File: src/rtl/e16_xrx_pkg.sv
// Shared types and constants for the e16 cross-domain receive controller.
// Optional macro E16_XRX_EARLY_ACK_EN is consumed by e16_xdomain_rx_ctrl only.
package e16_xrx_pkg;

    typedef enum logic {
        IDLE  = 1'b0,
        VALID = 1'b1
    } state_t;

    localparam int unsigned SYNC_STAGES_DEFAULT = 2;
    localparam int unsigned SYNC_STAGES_MAX     = 4;

endpackage

File: src/rtl/e16_sync_bit.sv
// Single-bit multi-flop synchronizer with asynchronous active-low reset.
// Optional macro E16_XRX_EARLY_ACK_EN has no effect here.
module e16_sync_bit #(
    parameter int unsigned STAGES = 2
) (
    input  logic clk,
    input  logic reset_n,
    input  logic d,
    output logic q
);

    logic [STAGES-1:0] sr;

    always_ff @(posedge clk or negedge reset_n) begin
        if (!reset_n) begin
            sr <= '0;
        end else begin
            sr <= {sr[STAGES-2:0], d};
        end
    end

    assign q = sr[STAGES-1];

endmodule

File: src/rtl/e16_xdomain_rx_ctrl.sv
// Destination-side toggle-handshake CDC receiver: sync request, capture word, valid/ready, ack toggle.
// Define E16_XRX_EARLY_ACK_EN to return the ack on capture instead of on consumer accept.
module e16_xdomain_rx_ctrl
    import e16_xrx_pkg::*;
#(
    parameter int unsigned DW          = 32,
    parameter int unsigned SYNC_STAGES = SYNC_STAGES_DEFAULT
) (
    input  logic          clk,
    input  logic          reset_n,
    input  logic          en,
    input  logic          tx_req_tgl,
    input  logic [DW-1:0] tx_data,
    output logic          tx_ack_tgl,
    output logic          rx_valid,
    output logic [DW-1:0] rx_data,
    input  logic          rx_ready,
    output logic          busy
);

    state_t state, state_nxt;
    logic   req_sync;
    logic   req_seen;
    logic   pending;
    logic   capture;
    logic   accept;
    logic   ack_flip;

    e16_sync_bit #(
        .STAGES(SYNC_STAGES)
    ) u_req_sync (
        .clk     (clk),
        .reset_n (reset_n),
        .d       (tx_req_tgl),
        .q       (req_sync)
    );

    assign pending = req_sync ^ req_seen;

    // A request pending while in VALID waits for the return to IDLE, so rx_data is never overwritten.
    always_comb begin
        state_nxt = state;
        capture   = 1'b0;
        accept    = 1'b0;
        case (state)
            IDLE: begin
                if (pending && en) begin
                    capture   = 1'b1;
                    state_nxt = VALID;
                end
            end
            VALID: begin
                if (rx_ready) begin
                    accept    = 1'b1;
                    state_nxt = IDLE;
                end
            end
            default: state_nxt = IDLE;
        endcase
    end

`ifdef E16_XRX_EARLY_ACK_EN
    assign ack_flip = capture;
`else
    assign ack_flip = accept;
`endif

    always_ff @(posedge clk or negedge reset_n) begin
        if (!reset_n) begin
            state      <= IDLE;
            req_seen   <= 1'b0;
            rx_valid   <= 1'b0;
            rx_data    <= '0;
            tx_ack_tgl <= 1'b0;
        end else begin
            state    <= state_nxt;
            rx_valid <= (state_nxt == VALID);
            if (capture) begin
                rx_data  <= tx_data;
                req_seen <= req_sync;
            end
            if (ack_flip) begin
                tx_ack_tgl <= ~tx_ack_tgl;
            end
        end
    end

    assign busy = (state != IDLE) || pending;

endmodule
File: config.mk
export PLATFORM = sky130hd
export DESIGN_NAME = e16_xdomain_rx_ctrl
export DESIGN_NICKNAME = d
export VERILOG_FILES = /design/src/rtl/e16_xrx_pkg.sv /design/src/rtl/e16_sync_bit.sv /design/src/rtl/e16_xdomain_rx_ctrl.sv
export SDC_FILE = /design/constraint.sdc
export NUM_CORES = 1
export LEC_CHECK = 0
export CAP_MARGIN = 15
export CORE_AREA = 2 2 63 65
export DETAILED_ROUTE_END_ITERATION = 6
export DIE_AREA = 0 0 65 67
export PLACE_DENSITY = 0.84
export REMOVE_ABC_BUFFERS = 1
export SKIP_LAST_GASP = 1
export SYNTH_ARGS = -nofsm -noshare
export SYNTH_HDL_FRONTEND = slang
export SYNTH_HIERARCHICAL = 1
export SYNTH_SLANG_ARGS = --single-unit
File: constraint.sdc
create_clock -name clk -period 3.5 [get_ports clk]
set_input_delay 0.35 -clock clk [delete_from_list [all_inputs] [get_ports clk]]
set_output_delay 0.35 -clock clk [all_outputs]
set_load 0.05 [all_outputs]
==> metrics <==
maximum clock insertion buffer count=2; number of storage elements in the synthesis netlist=37; worst path arrival time=1.82 ns; area taken by multi-input logic gates=about 540 µm²; CTS H-tree depth=2; number of input and output port buffers inserted=71; number of cells produced by synthesis=82; Antenna Cells=0; routability congestion estimate=roughly 0.72; number of hold violations in the final report=0; sequential element share of the synthesized area=about three fifths; run status=finished clean; wire length per cell after detailed routing=~15 µm; first-pass GRT wire length=4.94 mm; class of the tightest hold or removal check=input pin to asynchronous set/reset pin; hpwl dp=2.23 mm; Total GRT Usage=15.5%; post-synth cell types=11; Critical Setup Path Class=flip-flop to primary output; Die Height=67 µm; clock buffers created by TritonCTS=5; Critical Path Fanout Max=2; setup TNS after final layout=0 ns; number of top-level design ports=around 70; post-cts hold buffer count=0; via count=just over 900; Remaining Overflow, GRT=0; biggest area consumer among synthesized cells=sky130_fd_sc_hd__dfrtp_1; fill cell count=about 250; number of global-route vias before repair=1027; CTS root buffer=sky130_fd_sc_hd__clkbuf_8; Site Rows=22; number of nets in the finished design=194; placeable core area=3610 µm²; Sequential Area=926 µm²; achievable clock frequency=between 0.4 and 0.5 GHz; Die Outline Area=about 4400 µm²; antenna-violating nets left=0; share of post-route cells with drive strength above 1=24.7%; tightest slew margin relative to the limit=approximately 46%; pin count of the biggest net entering global routing=38; clock network latency to the later pin of the worst-skew pair=0.28 ns; CTS tree=yes; Resized cells post-CTS=0; CTS sink count=37; Worst Clk Skew=0.00630 ns; total setup buffers inserted after CTS=0; post-CTS clock slew at the launch and capture registers of the worst setup and hold paths=approximately 0.070 ns; number of remaining DRC errors=0; ranking of synthesized cells by area=sky130_fd_sc_hd__dfrtp_1, sky130_fd_sc_hd__mux2_4, sky130_fd_sc_hd__buf_12; required time of the critical path=3.15 ns; Worst Max-Slew Pin Slew=0.810 ns; share of the clock period used by the worst path=around three fifths; Final min period=2.17 ns; sum of routed wire length over all layers=3.09 mm; Critical Path Start=req_seen; unrepaired setup endpoints after global routing=no; starting density of the core=a little over two fifths; number of antenna violations at the first check in global routing=0; post-synthesis instance area=1530 µm²; post-route worst hold slack=between 0.15 and 0.2 ns; average footprint of a synthesized cell=18.6 µm²; max_cap viols=0; R2R Path Start=state; crit end category=primary output; number of max-slew violations in the final report=0; share of the synthesized area in the top cell type=between 60 and 70%; number of optimization iterations in the first detailed-route pass=3; die outline width=65 µm; final setup vio count=0; vias per std cell=4.48; number of DRC markers in iteration 0=between 50 and 60; kind of launch point of the worst setup path=flip-flop; Area growth syn-to-layout=54.0%; Synthesis Warnings=6
==> worst paths after layout <==
kind	to	slack [ns]	cells past startpoint
min in group clk	u_req_sync/sr[1]	0.35	0
max in group asynchronous	rx_data[29]	2.83	1
min	rx_data[3]	0.16	1
max reg2reg	rx_data[23]	1.71	4
max	busy	1.33	3
min reg2reg	u_req_sync/sr[1]	0.35	0
==> sequential cells by signal, summed over array words and instances, names as in the netlist <==
| register | flops |
|---|---|
| u_req_sync/sr | 2 |
| state | 1 |
| rx_data | 32 |
| req_seen | 1 |
| tx_ack_tgl | 1 |
==> worst max-delay path, cell delays in order (launching register included) <==
cell,delay [ns]
sky130_fd_sc_hd__dfrtp_1,0.40
sky130_fd_sc_hd__xnor2_1,0.34
sky130_fd_sc_hd__nand2b_1,0.09
sky130_fd_sc_hd__clkdlybuf4s50_1,0.71
==> metrics by stage <==
step	instance area, µm²	util [%]	cells	worst slack, ns
after CTS	2350	65.3	206	1.32
after global placement	2240	62.1	198	1.41
after detailed placement	2240	62.1	198	1.34
after floorplan	1460	-	78	-0.0648
final	2350	65.3	206	1.33
after global routing	2350	65.3	206	1.22
==> area by class of cell <==
| class | instances | share of cell area [%] |
|---|---|---|
| timing repair buffer | 72 | 30.3 |
| sequential | 37 | 39.3 |
| inverter | 1 | 0.159 |
| tap | 48 | 2.55 |
| multi-input combinational | 40 | 22.7 |
| clock buffer | 7 | 3.67 |
| clock inverter | 1 | 1.28 |
==> metal layers <==
metal  vias to the layer above  part of all wire (%)  track usage [%]
met1                       440                    46             19.5
met5                         -                     0                0
met4                         0                   1.3             7.18
met2                        49                    45             24.4
li1                        428                     -                -
met3                         6                   8.1             5.07
==> cells in the mapped netlist <==
cell type and count:
sky130_fd_sc_hd__dfrtp_1 37, sky130_fd_sc_hd__mux2_4 29, sky130_fd_sc_hd__mux2_1 4, sky130_fd_sc_hd__buf_12 3
sky130_fd_sc_hd__nor2b_1 2, sky130_fd_sc_hd__xnor2_1 2, sky130_fd_sc_hd__a21o_1 1, sky130_fd_sc_hd__buf_6 1
sky130_fd_sc_hd__inv_1 1, sky130_fd_sc_hd__nand2_1 1, sky130_fd_sc_hd__nand2b_1 1
==> logic make-up (layout without fill, tap and decap cells) <==
kind of cell | after synthesis | count (layout) | share of synthesized area, %
DFF | 37 | 37 | 60.6
muxes | 33 | 33 | 31.4
buffers and inverters | 5 | 81 | 4.91
and+or+nand+nor | 4 | 4 | 1.47
xor gates and xnor gates | 2 | 2 | 1.15
AOI/OAI and AO/OA | 1 | 1 | 0.491
==> cells in the final DEF, fill, tap and decap left out <==
cell type and instances:
sky130_fd_sc_hd__xnor2_1 2, sky130_fd_sc_hd__nand2_1 1, sky130_fd_sc_hd__bufinv_16 1, sky130_fd_sc_hd__clkbuf_8 6
sky130_fd_sc_hd__nor2b_4 1, sky130_fd_sc_hd__mux2_4 29, sky130_fd_sc_hd__dfrtp_1 37, sky130_fd_sc_hd__nor2b_1 1
sky130_fd_sc_hd__clkbuf_1 1, sky130_fd_sc_hd__mux2_1 4, sky130_fd_sc_hd__a21o_1 1, sky130_fd_sc_hd__buf_2 1
sky130_fd_sc_hd__nand2b_1 1, sky130_fd_sc_hd__inv_1 1, sky130_fd_sc_hd__clkdlybuf4s50_1 70, sky130_fd_sc_hd__buf_4 1
Power is left out: the tool's default activity adds up to more than one toggle a clock period on the data nets, which glitch-free logic cannot reach.
